--- config.mk ---
export PLATFORM = sky130hd
export DESIGN_NAME = vector_write_back
export DESIGN_NICKNAME = d
export VERILOG_FILES = /design/src/rtl/vector_write_back_pkg.sv /design/src/rtl/vwb_request_fifo.sv /design/src/rtl/vector_write_back.sv
export SDC_FILE = /design/constraint.sdc
export NUM_CORES = 1
export LEC_CHECK = 0
export CAP_MARGIN = 10
export CORE_AREA = 2 2 313 315
export CTS_BUF_LIST = sky130_fd_sc_hd__clkbuf_8
export DETAILED_ROUTE_END_ITERATION = 7
export DIE_AREA = 0 0 315 317
export PLACE_DENSITY = 0.64
export SETUP_SLACK_MARGIN = 0.2
export SKIP_LAST_GASP = 1
export SYNTH_ARGS = -nofsm -noshare
export SYNTH_HDL_FRONTEND = slang
export SYNTH_SLANG_ARGS = --single-unit
--- constraint.sdc ---
create_clock -name clk -period 2.2 [get_ports clk]
set_clock_uncertainty 0.2 [all_clocks]
set_input_delay 0.33 -clock clk [delete_from_list [all_inputs] [get_ports clk]]
set_output_delay 0.33 -clock clk [all_outputs]
set_load 0.005 [all_outputs]
--- src/rtl/vector_write_back_pkg.sv ---
// Shared encodings for the vector write-back stage: register file commands,
// register file status codes and the sequencer state encoding.
package vector_write_back_pkg;

  localparam int unsigned RD_W     = 5;
  localparam int unsigned RF_CMD_W = 2;

  localparam logic [RF_CMD_W-1:0] VECTOR_RF_NOP   = 2'd0;
  localparam logic [RF_CMD_W-1:0] VECTOR_RF_WRITE = 2'd1;

  localparam logic [RF_CMD_W-1:0] RF_NOP      = 2'd0;
  localparam logic [RF_CMD_W-1:0] RF_FINISHED = 2'd1;

  typedef enum logic [1:0] {
    ST_IDLE  = 2'd0,
    ST_WRITE = 2'd1,
    ST_WAIT  = 2'd2
  } vwb_state_e;

endpackage

--- src/rtl/vwb_request_fifo.sv ---
// Small request buffer for the write-back stage; keeps each entry's rd and valid
// bit visible so the hazard check can see every outstanding destination.
module vwb_request_fifo
  import vector_write_back_pkg::*;
#(
  parameter int unsigned DEPTH  = 2,
  parameter int unsigned DATA_W = 256,
  parameter int unsigned LEN_W  = 3
) (
  input  logic                          clk,
  input  logic                          rst_n,
  input  logic                          push_i,
  input  logic                          pop_i,
  input  logic [RD_W-1:0]               wr_rd_i,
  input  logic [DATA_W-1:0]             wr_data_i,
  input  logic [LEN_W-1:0]              wr_len_i,
  output logic                          full_o,
  output logic                          empty_o,
  output logic [RD_W-1:0]               head_rd_o,
  output logic [DATA_W-1:0]             head_data_o,
  output logic [LEN_W-1:0]              head_len_o,
  output logic [DEPTH-1:0][RD_W-1:0]    entry_rd_o,
  output logic [DEPTH-1:0]              entry_valid_o
);

  localparam int unsigned PTR_W = (DEPTH > 1) ? $clog2(DEPTH) : 1;
  localparam int unsigned CNT_W = $clog2(DEPTH + 1);

  logic [RD_W-1:0]   rd_q   [DEPTH];
  logic [DATA_W-1:0] data_q [DEPTH];
  logic [LEN_W-1:0]  len_q  [DEPTH];
  logic [DEPTH-1:0]  valid_q;
  logic [PTR_W-1:0]  wr_ptr_q, rd_ptr_q;
  logic [CNT_W-1:0]  count_q, count_d;
  logic              push_ok_c, pop_ok_c;

  function automatic logic [PTR_W-1:0] ptr_inc(input logic [PTR_W-1:0] p);
    return (p == PTR_W'(DEPTH - 1)) ? '0 : p + PTR_W'(1);
  endfunction

  assign full_o    = (count_q == CNT_W'(DEPTH));
  assign empty_o   = (count_q == '0);
  assign push_ok_c = push_i && !full_o;
  assign pop_ok_c  = pop_i && !empty_o;

  always_comb begin
    count_d = count_q;
    unique case ({push_ok_c, pop_ok_c})
      2'b10:   count_d = count_q + CNT_W'(1);
      2'b01:   count_d = count_q - CNT_W'(1);
      default: count_d = count_q;
    endcase
  end

  always_ff @(posedge clk or negedge rst_n) begin
    if (!rst_n) begin
      for (int unsigned i = 0; i < DEPTH; i++) begin
        rd_q[i]   <= '0;
        data_q[i] <= '0;
        len_q[i]  <= '0;
      end
      valid_q  <= '0;
      wr_ptr_q <= '0;
      rd_ptr_q <= '0;
      count_q  <= '0;
    end else begin
      if (push_ok_c) begin
        rd_q[wr_ptr_q]    <= wr_rd_i;
        data_q[wr_ptr_q]  <= wr_data_i;
        len_q[wr_ptr_q]   <= wr_len_i;
        valid_q[wr_ptr_q] <= 1'b1;
        wr_ptr_q          <= ptr_inc(wr_ptr_q);
      end
      // Push and pop never target the same slot: push needs !full, pop needs !empty.
      if (pop_ok_c) begin
        valid_q[rd_ptr_q] <= 1'b0;
        rd_ptr_q          <= ptr_inc(rd_ptr_q);
      end
      count_q <= count_d;
    end
  end

  assign head_rd_o   = rd_q[rd_ptr_q];
  assign head_data_o = data_q[rd_ptr_q];
  assign head_len_o  = len_q[rd_ptr_q];

  always_comb begin
    entry_rd_o    = '0;
    entry_valid_o = valid_q;
    for (int unsigned i = 0; i < DEPTH; i++) begin
      entry_rd_o[i] = rd_q[i];
    end
  end

endmodule

--- src/rtl/vector_write_back.sv ---
// Vector write-back stage: buffers results, issues one register file write per
// request and retires it on RF completion. Define VWB_MASK_EN for masked merge.
module vector_write_back
  import vector_write_back_pkg::*;
#(
  parameter int unsigned LEN              = 32,
  parameter int unsigned VECTOR_SIZE      = 8,
  parameter int unsigned ENTRY_INDEX_SIZE = 3,
  parameter int unsigned FIFO_DEPTH       = 2
) (
  input  logic                          clk,
  input  logic                          rst,
  input  logic                          rdy_in,
  input  logic                          in_valid,
  output logic                          in_ready,
  input  logic [RD_W-1:0]               in_rd,
  input  logic [VECTOR_SIZE*LEN-1:0]    in_data,
  input  logic [VECTOR_SIZE*LEN-1:0]    in_old,
  input  logic [VECTOR_SIZE-1:0]        in_mask,
  input  logic [ENTRY_INDEX_SIZE-1:0]   in_length,
  output logic [RF_CMD_W-1:0]           rf_signal,
  output logic [RD_W-1:0]               rd,
  output logic [VECTOR_SIZE*LEN-1:0]    data,
  output logic [ENTRY_INDEX_SIZE-1:0]   length,
  output logic                          write_back_enabled,
  input  logic [RF_CMD_W-1:0]           rf_status,
  output logic                          wb_done,
  input  logic [RD_W-1:0]               query_rs,
  output logic                          hazard
);

  localparam int unsigned DATA_W = VECTOR_SIZE * LEN;

  vwb_state_e                    state_q, state_d;
  logic [RF_CMD_W-1:0]           rf_signal_q, rf_signal_d;
  logic [RD_W-1:0]               rd_q, rd_d;
  logic [DATA_W-1:0]             data_q, data_d;
  logic [ENTRY_INDEX_SIZE-1:0]   length_q, length_d;
  logic                          wbe_q, wbe_d;
  logic                          wb_done_q, wb_done_d;

  logic                          fifo_full_c, fifo_empty_c;
  logic [RD_W-1:0]               head_rd_c;
  logic [DATA_W-1:0]             head_data_c;
  logic [ENTRY_INDEX_SIZE-1:0]   head_len_c;
  logic [FIFO_DEPTH-1:0][RD_W-1:0] entry_rd_c;
  logic [FIFO_DEPTH-1:0]         entry_valid_c;
  logic                          push_c, pop_c, fsm_pop_c, hazard_c;
  logic [DATA_W-1:0]             enq_data_c;

`ifdef VWB_MASK_EN
  // Merge at enqueue so the buffer only ever stores the final write data.
  always_comb begin
    enq_data_c = in_old;
    for (int unsigned i = 0; i < VECTOR_SIZE; i++) begin
      if (in_mask[i]) enq_data_c[i*LEN +: LEN] = in_data[i*LEN +: LEN];
    end
  end
`else
  logic unused_c;
  assign enq_data_c = in_data;
  assign unused_c   = ^{in_mask, in_old};
`endif

  assign in_ready = rdy_in && !fifo_full_c;
  assign push_c   = in_valid && in_ready;
  assign pop_c    = fsm_pop_c && rdy_in;

  vwb_request_fifo #(
    .DEPTH  (FIFO_DEPTH),
    .DATA_W (DATA_W),
    .LEN_W  (ENTRY_INDEX_SIZE)
  ) u_fifo (
    .clk           (clk),
    .rst_n         (rst),
    .push_i        (push_c),
    .pop_i         (pop_c),
    .wr_rd_i       (in_rd),
    .wr_data_i     (enq_data_c),
    .wr_len_i      (in_length),
    .full_o        (fifo_full_c),
    .empty_o       (fifo_empty_c),
    .head_rd_o     (head_rd_c),
    .head_data_o   (head_data_c),
    .head_len_o    (head_len_c),
    .entry_rd_o    (entry_rd_c),
    .entry_valid_o (entry_valid_c)
  );

  // Next state; RF outputs are registered so they line up with the WRITE state.
  always_comb begin
    state_d     = state_q;
    rf_signal_d = VECTOR_RF_NOP;
    wbe_d       = 1'b0;
    rd_d        = rd_q;
    data_d      = data_q;
    length_d    = length_q;
    wb_done_d   = 1'b0;
    fsm_pop_c   = 1'b0;
    unique case (state_q)
      ST_IDLE: begin
        if (!fifo_empty_c) begin
          if (head_len_c != '0) begin
            state_d     = ST_WRITE;
            rf_signal_d = VECTOR_RF_WRITE;
            wbe_d       = 1'b1;
            rd_d        = head_rd_c;
            data_d      = head_data_c;
            length_d    = head_len_c;
          end else begin
            fsm_pop_c = 1'b1;
            wb_done_d = 1'b1;
          end
        end
      end
      ST_WRITE: state_d = ST_WAIT;
      ST_WAIT: begin
        if (rf_status == RF_FINISHED) begin
          state_d   = ST_IDLE;
          fsm_pop_c = 1'b1;
          wb_done_d = 1'b1;
        end
      end
      default: state_d = ST_IDLE;
    endcase
  end

  always_ff @(posedge clk or negedge rst) begin
    if (!rst) begin
      state_q     <= ST_IDLE;
      rf_signal_q <= VECTOR_RF_NOP;
      wbe_q       <= 1'b0;
      rd_q        <= '0;
      data_q      <= '0;
      length_q    <= '0;
      wb_done_q   <= 1'b0;
    end else if (rdy_in) begin
      state_q     <= state_d;
      rf_signal_q <= rf_signal_d;
      wbe_q       <= wbe_d;
      rd_q        <= rd_d;
      data_q      <= data_d;
      length_q    <= length_d;
      wb_done_q   <= wb_done_d;
    end
  end

  always_comb begin
    hazard_c = 1'b0;
    for (int unsigned i = 0; i < FIFO_DEPTH; i++) begin
      if (entry_valid_c[i] && (entry_rd_c[i] == query_rs)) hazard_c = 1'b1;
    end
  end

  assign rf_signal          = rf_signal_q;
  assign write_back_enabled = wbe_q;
  assign rd                 = rd_q;
  assign data               = data_q;
  assign length             = length_q;
  // A pending pulse is held, not lost, while stalled and shows once rdy_in returns.
  assign wb_done            = wb_done_q && rdy_in;
  assign hazard             = hazard_c;

endmodule

==> flow_summary.json, run 1 <==
{
  "numPortBuffers": 543,
  "worstSkewPairLatency_ns": 0.80,
  "critical_path_required_ns": 1.67,
  "worstSetupEndpointType": "output pin",
  "fin_total_pwr_mw": 74.2,
  "cp-start-kind": "register",
  "post_drt_wl_per_cell_um": 20.0,
  "die_y_um": 317,
  "slowest_delay_ns": 0.39,
  "cpMaxStageDelayCell": "dfrtp_1",
  "fp.dieW_um": 315,
  "netlist_instances": 2332,
  "drive_gt1_share_pct": 49.2,
  "finalHoldViolCount": 0,
  "p_leak_nw": 21.7,
  "synth_top_family_by_area": "multiplexers",
  "dp.cells": 4146,
  "final_cells": 4860,
  "start_util_pct": 33.5,
  "num_rows": 114,
  "grt_pass1_wl_um": 136000,
  "synth_seq_cells": 802,
  "syn_area_mm2": 0.0322,
  "tightest_slew_ns": 1.04,
  "min_period_ns": 2.50,
  "grt_max_degree": 89,
  "hp-class": "in2reg",
  "violations": "negative setup slack",
  "cp_max_fo": 2,
  "fmax_ghz": 0.400,
  "core_region_area_mm2": 0.0963,
  "place.gp.congestion": 0.776,
  "ys_seq_area_share_pct": 62.3,
  "crit_arrival_ns": 1.97,
  "synth_fa_ha_area_share_pct": 0.0388,
  "ys_types": 37,
  "synth_compound_area_share_pct": 4.46,
  "die_area_mm2": 0.0999,
  "path_clk_slew_ns": 0.06,
  "cts-buffers-inserted": 141,
  "setup-violations-final": 78,
  "yosys_warnings": 0,
  "grt_pass1_vias": 23465,
  "drt-total-wl_um": 97400,
  "setup_slack_ns": -0.299,
  "cts_sinks": 802,
  "pin_count": 809,
  "dpl.hpwl_um": 57100,
  "cts_max_level": 4,
  "drv_slew": 0,
  "vias": 23001,
  "vdd_drop_max_mv": 0.913,
  "power_density_mw_per_mm2": 1480,
  "period_share_pct": 114,
  "drtIter0Drc": 1145,
  "nNetsFinal": 4014,
  "overflow": 0,
  "cap_violations": 0,
  "crit_type": "reg2out",
  "hp-start": "rf_status[1]",
  "final_antenna_net_count": 0,
  "area_growth_pct": 55.2,
  "final_area_mm2": 0.0500,
  "antenna_found_initial": 11,
  "syn_avg_cell_area_um2": 13.8,
  "hold_slack_ns": 0.152,
  "slew-limit-headroom_pct": 30.7,
  "grt.total_usage_pct": 17.5,
  "cts_tree": "yes",
  "path_delay_family": "flip-flops",
  "fin_tns_setup_ns": -2.75,
  "first_pass_iters": 5,
  "crit_start": "u_fifo.entry_rd_o[0]$_DFFE_PN0P_",
  "rr_startpoint": "u_fifo.rd_ptr_q$_DFFE_PN0P_",
  "rsz0062_at_grt": "true",
  "path_buf_inv": 1,
  "muxShareOfSynthArea_pct": 26.7,
  "routed_via_density": 4.73,
  "fill_cells": 8011,
  "path_cells": "xor2_1 > nor4_2 > nand3_1 > o31ai_1 > buf_2",
  "synth_nets": 2872,
  "placed_cell_area_mm2": 0.0401,
  "clockBufferDepth": 3,
  "yosys.area_share.simple_pct": 3.57,
  "drc_errors": 0,
  "synth_xor_area_share_pct": 0.381,
  "root_buffer": "clkbuf_8",
  "status": "finished, violations left"
}
==> per-stage QoR <==
step | setup WS (ns) | util [%]
CTS | -0.464 | 47.7
detailed placement | -0.514 | 41.7
floorplan | 0.265 | -
global placement | -0.664 | 41.7
global route | -0.449 | 51.9
finish | -0.299 | 51.9
==> worst register-to-register path: cells and delay by family, from the launching register on <==
family	cells	cell delay [ns]
AOI/OAI and AO/OA	1	0.12
DFF	1	0.49
and+or+nand+nor	2	0.17
buffers and inverters	9	1.24
==> report_power, final <==
part | internal [mW] | switching [mW] | total, mW
clock network | 7.31 | 6.22 | 13.5
registers | 22.4 | 4.74 | 27.1
logic | 18.7 | 14.8 | 33.5
total | 48.4 | 25.8 | 74.2
==> cell families (layout without fill, tap and decap cells) <==
| group | Yosys count | count (layout) |
|---|---|---|
| adder cells (fa/ha/maj) | 1 | 1 |
| AO/OA/AOI/OAI | 280 | 280 |
| flip-flops | 802 | 802 |
| buffers and inverters | 155 | 1399 |
| multiplexers | 792 | 792 |
| XOR/XNOR | 14 | 14 |
| AND/OR/NAND/NOR | 287 | 287 |
| other | 1 | 9 |
==> placed cells by master (no fill, tap or decap), drive strengths merged, types with 2 or more instances in the layout <==
| cell | count |
|---|---|
| a21oi | 263 |
| buf | 560 |
| bufinv | 2 |
| clkbuf | 215 |
| clkdlybuf4s50 | 273 |
| clkinv | 12 |
| clkinvlp | 4 |
| dfrtp | 802 |
| diode | 8 |
| dlygate4sd3 | 270 |
| inv | 62 |
| mux2 | 528 |
| mux2i | 264 |
| nand2 | 6 |
| nand2b | 2 |
| nand3 | 2 |
| nor2 | 268 |
| nor4 | 3 |
| o21ai | 6 |
| o2bb2ai | 2 |
| or2 | 2 |
| xnor2 | 9 |
| xor2 | 5 |
==> final cells by class <==
type	count	area [um^2]	share of cell area, %
repair buffers	1147	11900	23.9
multi-input cells	1375	13600	27.1
diodes	8	20.0	0.0400
clock inverters	73	407	0.813
well taps	1276	1600	3.19
flip-flops and latches	802	20100	40.2
inverters	7	26.3	0.0526
clock buffers	172	2370	4.74
==> routing by layer <==
| metal | wire [um] | track usage [%] | up-vias |
|---|---|---|---|
| li1 | - | - | 10500 |
| met1 | 42300 | 22.6 | 11833 |
| met2 | 47600 | 28.3 | 536 |
| met3 | 5410 | 5.14 | 130 |
| met4 | 2140 | 5.76 | 2 |
| met5 | 12 | 0 | - |
==> sequential cells by signal, indices dropped and copies added (netlist names), 2 cells and up <==
signal / cells
u_fifo.data_q: 512
data: 256
u_fifo.entry_rd_o: 10
u_fifo.len_q: 6
rd: 5
length: 3
state_q: 2
u_fifo.count_q: 2
u_fifo.entry_valid_o: 2
==> final timing paths <==
check                      cells after the start                        endpoint  slack (ns)
max                                            5                          hazard       -0.30
min reg2reg                                    1           length[1]$_DFFE_PN0P_        0.30
max reg2reg                                   12            data[24]$_DFFE_PN0P_       -0.07
min                                            5          state_q[1]$_DFFE_PN0P_        0.15
max in group asynchronous                      4     u_fifo.rd_ptr_q$_DFFE_PN0P_        0.35
min in group asynchronous                      3  u_fifo.data_q[375]$_DFFE_PN0P_        0.70
==> repair_timing <==
| item | 4_1_cts | 5_1_grt |
|---|---|---|
| endpoints found under the setup margin | 518 | 861 |
| gates resized for setup | 1172 | 655 |
| pin swaps | 12 | 13 |
| setup buffers | 80 | 37 |
| cloned | 22 | 51 |
| hold endpoints to repair | 1331 | 0 |
| hold buffers | 271 | 0 |
==> cells in the mapped netlist <==
| cell type | number | share of area [%] |
|---|---|---|
| dfrtp_1 | 802 | 62 |
| mux2_2 | 528 | 18 |
| nor2_1 | 268 | 3.1 |
| mux2i_1 | 264 | 8.2 |
| a21oi_1 | 263 | 4.1 |
| buf_2 | 83 | 1.3 |
| buf_4 | 36 | 0.84 |
| buf_1 | 14 | 0.16 |
| clkbuf_1 | 14 | 0.16 |
| xnor2_1 | 9 | 0.24 |
| inv_1 | 7 | 0.082 |
| nand2_1 | 6 | 0.070 |
| o21ai_0 | 6 | 0.093 |
| xor2_1 | 5 | 0.14 |
| nand2b_1 | 2 | 0.039 |
| nand3_1 | 2 | 0.031 |
| o2bb2ai_1 | 2 | 0.054 |
| or2_2 | 2 | 0.039 |
| a21o_1 | 1 | 0.023 |
| a32oi_1 | 1 | 0.027 |
| and2_1 | 1 | 0.019 |
| buf_6 | 1 | 0.035 |
| conb_1 | 1 | 0.012 |
| ha_1 | 1 | 0.039 |
| nand4_1 | 1 | 0.019 |
| nand4bb_1 | 1 | 0.035 |
| nor4_1 | 1 | 0.019 |
| nor4_2 | 1 | 0.039 |
| nor4_4 | 1 | 0.066 |
| nor4b_4 | 1 | 0.074 |
| o211ai_1 | 1 | 0.023 |
| o21a_1 | 1 | 0.023 |
| o21ba_2 | 1 | 0.031 |
| o21bai_1 | 1 | 0.023 |
| o22a_1 | 1 | 0.027 |
| o311ai_0 | 1 | 0.027 |
| o31ai_1 | 1 | 0.023 |
No activity file was read; power rests on OpenSTA's default activity.
==> run 2, diff against run 1 <==
--- a/config.mk
+++ b/config.mk
@@ -6,11 +6,11 @@
 export NUM_CORES = 1
 export LEC_CHECK = 0
 export CAP_MARGIN = 10
-export CORE_AREA = 2 2 313 315
+export CORE_AREA = 2 2 315 317
 export CTS_BUF_LIST = sky130_fd_sc_hd__clkbuf_8
 export DETAILED_ROUTE_END_ITERATION = 7
-export DIE_AREA = 0 0 315 317
-export PLACE_DENSITY = 0.64
+export DIE_AREA = 0 0 317 319
+export PLACE_DENSITY = 0.66
 export SETUP_SLACK_MARGIN = 0.2
 export SKIP_LAST_GASP = 1
 export SYNTH_ARGS = -nofsm -noshare
==> flow_summary.json, run 2 (synthesized netlist as in run 1, its figures left out) <==
{
  "grt_util_met1_pct": 22.8,
  "drive_gt1_share_pct": 46.8,
  "root_buffer": "clkbuf_8",
  "largest_reg_flops": 512,
  "overflow": 0,
  "holdPathEnd": "u_fifo.data_q[6]$_DFFE_PN0P_",
  "vdd_drop_max_mv": 0.901,
  "final_antenna_net_count": 0,
  "reg2reg_slack_ns": -0.14,
  "crit_type": "reg2out",
  "drtIter0Drc": 1063,
  "holdPathStages": 2,
  "p_int_mw": 47.6,
  "status": "finished, violations left",
  "critical_path_required_ns": 1.67,
  "cts_sinks": 802,
  "hp-class": "in2reg",
  "grt_pass1_wl_um": 137000,
  "p_comb_share_pct": 44.5,
  "path_delay_family": "simple AND/OR/NAND/NOR gates",
  "fmax_ghz": 0.396,
  "hp-start": "in_data[6]",
  "clock_power_share_pct": 18.1,
  "violations": "negative setup slack",
  "crit_arrival_ns": 2.00,
  "cp_max_fo": 2,
  "cp-start-kind": "register",
  "grt_max_degree": 90,
  "cts-buffers-inserted": 138,
  "cts_max_level": 4,
  "first_pass_iters": 5,
  "power_density_mw_per_mm2": 1470,
  "drt-total-wl_um": 98300,
  "nNetsFinal": 4004,
  "path_buf_inv": 1,
  "die_y_um": 319,
  "placed_cell_area_mm2": 0.0402,
  "finalCoreUtilization_pct": 50.8,
  "pwr-share-seq_pct": 37.4,
  "hold_slack_ns": 0.118,
  "top_register": "u_fifo.data_q",
  "start_util_pct": 33.0,
  "tightest_slew_ns": 0.893,
  "final_area_mm2": 0.0496,
  "path_clk_slew_ns": 0.06,
  "grt_use_met3_pct": 4.28,
  "p_switching_mw": 25.6,
  "clockBufferDepth": 3,
  "worstSetupEndpointType": "output pin",
  "cap_violations": 0,
  "pin_count": 809,
  "slew-limit-headroom_pct": 40.3,
  "swShare_pct": 34.9,
  "rr_endpoint": "data[57]$_DFFE_PN0P_",
  "fp.dieW_um": 317,
  "drv_slew": 0,
  "grt-busiest-layer": "met2",
  "use_met2_pct": 28.2,
  "cts_tree": "yes",
  "place.gp.congestion": 0.783,
  "vias": 23197,
  "worstSkewPairLatency_ns": 0.82,
  "path_cells": "xor2_1 > nor4_2 > nand3_1 > o31ai_1 > buf_2",
  "num_rows": 115,
  "area_growth_pct": 54.0,
  "r2r_cells": 11,
  "dpl.hpwl_um": 57500,
  "numPortBuffers": 543,
  "slowest_delay_ns": 0.39,
  "finalHoldViolCount": 0,
  "grt.total_usage_pct": 17.5,
  "antenna_found_initial": 10,
  "cpMaxStageDelayCell": "dfrtp_1",
  "most-common-layout-cells": "dfrtp_1 (799), mux2_2 (512), clkdlybuf4s50_1 (273)",
  "fin_tns_setup_ns": -8.21,
  "die_area_mm2": 0.101,
  "cp_num_cells": 5,
  "min_period_ns": 2.53,
  "post_drt_wl_per_cell_um": 20.2,
  "rr_startpoint": "u_fifo.rd_ptr_q$_DFFE_PN0P_",
  "grt_pass1_vias": 23710,
  "period_share_pct": 115,
  "setup-violations-final": 195,
  "rsz0062_at_grt": "true",
  "mostFrequentLayoutCell": "dfrtp_1",
  "p_leak_nw": 21.6,
  "routed_via_density": 4.78,
  "core_region_area_mm2": 0.0977,
  "setup_slack_ns": -0.325,
  "drc_errors": 0,
  "post-place-ws_ns": -0.339
}
-- run 2: changes by cell type in the layout (fill, tap and decap cells not counted), sizes merged, moves of 2 or more --
cell           before  now
buf               560  541
diode               8    4
clkinvlp            4    6
clkdlybuf4s15       0   10
clkbuf            215  210
-- run 2: routing by layer --
metal,up-vias,routed length [um]
li1,10466,-
met1,11957,42600
met2,605,47500
met3,165,5160
met4,4,2940
met5,-,28
-- run 2: per-stage QoR --
stage / std cells / total power [mW]
6_report: 4855 / 73.2
5_1_grt: 4855 / 77.4
4_1_cts: 4780 / 65.9
3_5_place_dp: 4166 / 51.2
3_3_place_gp: 4166 / 50.5
2_1_floorplan: 2332 / 40.0
-- run 2: power groups by stage --
stage,logic [mW],clock network (mW),registers (mW)
6_report,32.5,13.2,27.4
5_1_grt,34.9,14.3,28.2
4_1_cts,25.9,13.6,26.4
3_5_place_dp,24.4,0,26.8
3_3_place_gp,23.9,0,26.5
2_1_floorplan,14.2,0,25.8
-- run 2: how the worst max path moves through the flow --
stage / endpoint / slack, ns / startpoint
after floorplan: u_fifo.count_q[1]$_DFFE_PN0P_ / 0.27 / u_fifo.rd_ptr_q$_DFFE_PN0P_
after global placement: hazard / -0.39 / query_rs[3]
after detailed placement: hazard / -0.34 / query_rs[0]
after CTS: hazard / -0.45 / u_fifo.entry_rd_o[3]$_DFFE_PN0P_
after global routing: hazard / -0.46 / u_fifo.entry_rd_o[0]$_DFFE_PN0P_
final: hazard / -0.33 / u_fifo.entry_rd_o[0]$_DFFE_PN0P_
-- run 2: timing repair --
| item | in CTS | in global routing |
|---|---|---|
| endpoints found under the hold margin | 1323 | 0 |
| hold buffers | 271 | 0 |
| setup buffers | 83 | 23 |
| setup endpoints to repair | 530 | 758 |
| gates cloned | 20 | 48 |
| gates resized for setup | 1125 | 638 |
| pin swaps | 9 | 14 |
-- run 2: layout make-up --
class	instances	area [um^2]
Antenna cell	4	10.0
Clock buffer	165	2270
Clock inverter	75	415
Fill cell	8173	48100
Inverter	7	26.3
Multi-Input combinational cell	1375	13500
Sequential cell	802	20100
Tap cell	1287	1610
Timing Repair Buffer	1140	11700
-- run 2: worst reg2reg max path, cell delays in order (launching register included) --
cell	delay (ns)
dfrtp_4	0.51
nor4_4	0.30
buf_4	0.18
nor4_4	0.04
buf_6	0.15
buf_8	0.14
buf_16	0.16
buf_12	0.14
buf_12	0.12
buf_16	0.15
nor2_4	0.11
a21oi_2	0.04
==> run 3, diff against run 2 <==
--- a/config.mk
+++ b/config.mk
@@ -7,7 +7,6 @@
 export LEC_CHECK = 0
 export CAP_MARGIN = 10
 export CORE_AREA = 2 2 315 317
-export CTS_BUF_LIST = sky130_fd_sc_hd__clkbuf_8
 export DETAILED_ROUTE_END_ITERATION = 7
 export DIE_AREA = 0 0 317 319
 export PLACE_DENSITY = 0.66
==> flow_summary.json, run 3 (synthesized netlist as in run 1, its figures left out) <==
{
  "r2r_cells": 10,
  "most-common-layout-cells": "dfrtp_1 (798), mux2_2 (520), clkdlybuf4s50_1 (273)",
  "setup-violations-final": 115,
  "violations": "negative setup slack",
  "drc_errors": 0,
  "register_area_mm2": 0.0201,
  "fp.dieW_um": 317,
  "numPortBuffers": 543,
  "final_cells": 4515,
  "multiInputGateArea_mm2": 0.0139,
  "drv_slew": 0,
  "start_util_pct": 33.0,
  "power_density_mw_per_mm2": 1580,
  "path_cells": "xor2_1 > nor4_2 > nand3_1 > o31ai_1 > buf_2",
  "drtIter0Drc": 1272,
  "cp-start-kind": "register",
  "overflow": 0,
  "final_antenna_net_count": 0,
  "cts_tree": "yes",
  "min_period_ns": 2.36,
  "first_pass_iters": 4,
  "grt_pass1_vias": 22415,
  "cp_max_fo": 2,
  "setup_slack_ns": -0.156,
  "cap_violations": 0,
  "clockBufferDepth": 3,
  "cts_sinks": 802,
  "grt.total_usage_pct": 17.7,
  "fill_cells": 8222,
  "root_buffer": "clkbuf_16",
  "die_area_mm2": 0.101,
  "drt-total-wl_um": 98800,
  "area_growth_pct": 52.9,
  "antenna_found_initial": 20,
  "grt_pass1_wl_um": 137000,
  "finalHoldViolCount": 0,
  "path_buf_inv": 1,
  "slowest_delay_ns": 0.39,
  "routed_via_density": 4.88,
  "num_rows": 115,
  "grt_max_degree": 90,
  "pin_count": 809,
  "top_register": "u_fifo.data_q",
  "core_region_area_mm2": 0.0977,
  "tightest_slew_ns": 0.657,
  "drive_gt1_share_pct": 46.2,
  "post_drt_wl_per_cell_um": 21.9,
  "crit_type": "reg2out",
  "period_share_pct": 107,
  "final_area_mm2": 0.0492,
  "dp.cells": 4166,
  "fin_tns_setup_ns": -4.40,
  "path_delay_family": "simple AND/OR/NAND/NOR gates",
  "reg2reg_slack_ns": -0.11,
  "slew-limit-headroom_pct": 56.2,
  "cts_max_level": 3,
  "status": "finished, violations left",
  "dpl.hpwl_um": 57500,
  "vias": 22050,
  "worstSkewPairLatency_ns": 0.64,
  "vdd_drop_max_mv": 0.830,
  "rsz0062_at_grt": "true",
  "rr_startpoint": "u_fifo.rd_ptr_q$_DFFE_PN0P_",
  "largest_reg_flops": 512,
  "cts-buffers-inserted": 88,
  "critical_path_required_ns": 1.67,
  "place.gp.congestion": 0.783,
  "fmax_ghz": 0.424,
  "die_y_um": 319,
  "placed_cell_area_mm2": 0.0402,
  "p_leak_nw": 20.9,
  "path_clk_slew_ns": 0.06,
  "mostFrequentLayoutCell": "dfrtp_1",
  "nNetsFinal": 3692,
  "crit_arrival_ns": 1.83,
  "hp-class": "in2async",
  "cpMaxStageDelayCell": "dfrtp_1",
  "rr_endpoint": "data[230]$_DFFE_PN0P_",
  "worstSetupEndpointType": "output pin"
}
## run 3: cell types whose count changed in the layout (fill, tap and decap cells not counted), moves of 50 or more
| cell | before | now |
|---|---|---|
| clkbuf_8 | 165 | 23 |
| clkbuf_16 | 45 | 122 |
| buf_2 | 256 | 3 |
| dlygate4sd2_1 | 0 | 260 |
| a21oi_1 | 136 | 19 |
| a21oi_2 | 123 | 238 |
| dlygate4sd3_1 | 271 | 1 |
| inv_1 | 55 | 5 |
## run 3: how the worst max path moves through the flow
| stage | start | end | slack (ns) | cells after the start |
|---|---|---|---|---|
| 4_1_cts | u_fifo.entry_rd_o[0]$_DFFE_PN0P_ | hazard | -0.27 | 5 |
| 3_3_place_gp | query_rs[3] | hazard | -0.39 | 6 |
| 2_1_floorplan | u_fifo.rd_ptr_q$_DFFE_PN0P_ | u_fifo.count_q[1]$_DFFE_PN0P_ | 0.27 | 8 |
| 6_report | u_fifo.entry_rd_o[0]$_DFFE_PN0P_ | hazard | -0.16 | 5 |
| 3_5_place_dp | query_rs[0] | hazard | -0.34 | 6 |
| 5_1_grt | u_fifo.entry_rd_o[0]$_DFFE_PN0P_ | hazard | -0.30 | 5 |
## run 3: stage by stage
step / power (mW) / hold slack (ns) / setup WS (ns) / util (%)
after floorplan: 40.0 / -0.166 / 0.265 / -
after global placement: 50.5 / 0.0386 / -0.391 / 41.2
after detailed placement: 51.2 / 0.0415 / -0.339 / 41.2
after CTS: 71.2 / 0.0543 / -0.267 / 46.8
after global routing: 82.1 / -0.00563 / -0.300 / 50.4
final: 77.9 / 0.0121 / -0.156 / 50.4
## run 3: final cells by class
cell class / count / area share (%)
sequential: 802 / 40.8
multi-input combinational: 1375 / 28.2
timing repair buffer: 878 / 21.5
clock buffer: 127 / 5.28
tap: 1287 / 3.27
clock inverter: 33 / 0.912
inverter: 7 / 0.0534
antenna: 6 / 0.0305
## run 3: what timing repair did
action / 4_1_cts / 5_1_grt
resized for setup: 509 / 644
endpoints found under the hold margin: 802 / 0
pin swaps: 16 / 17
gates cloned: 44 / 34
setup buffers: 77 / 27
endpoints found under the setup margin: 526 / 681
hold buffers: 2 / 0
## run 3: where the power goes
| part | internal (mW) | switching, mW | total [mW] |
|---|---|---|---|
| clock | 9.30 | 6.17 | 15.5 |
| sequential | 22.4 | 5.02 | 27.4 |
| combinational | 19.6 | 15.4 | 35.0 |
| total | 51.3 | 26.6 | 77.9 |
## run 3: per-layer routing
| metal | wire length [um] | global-route usage [%] | part of all wire, % |
|---|---|---|---|
| met3 | 5560 | 4.66 | 5.6 |
| met1 | 42200 | 23.0 | 43 |
| met5 | 129 | 0 | 0.13 |
| met4 | 2450 | 5.79 | 2.5 |
| met2 | 48400 | 28.7 | 49 |
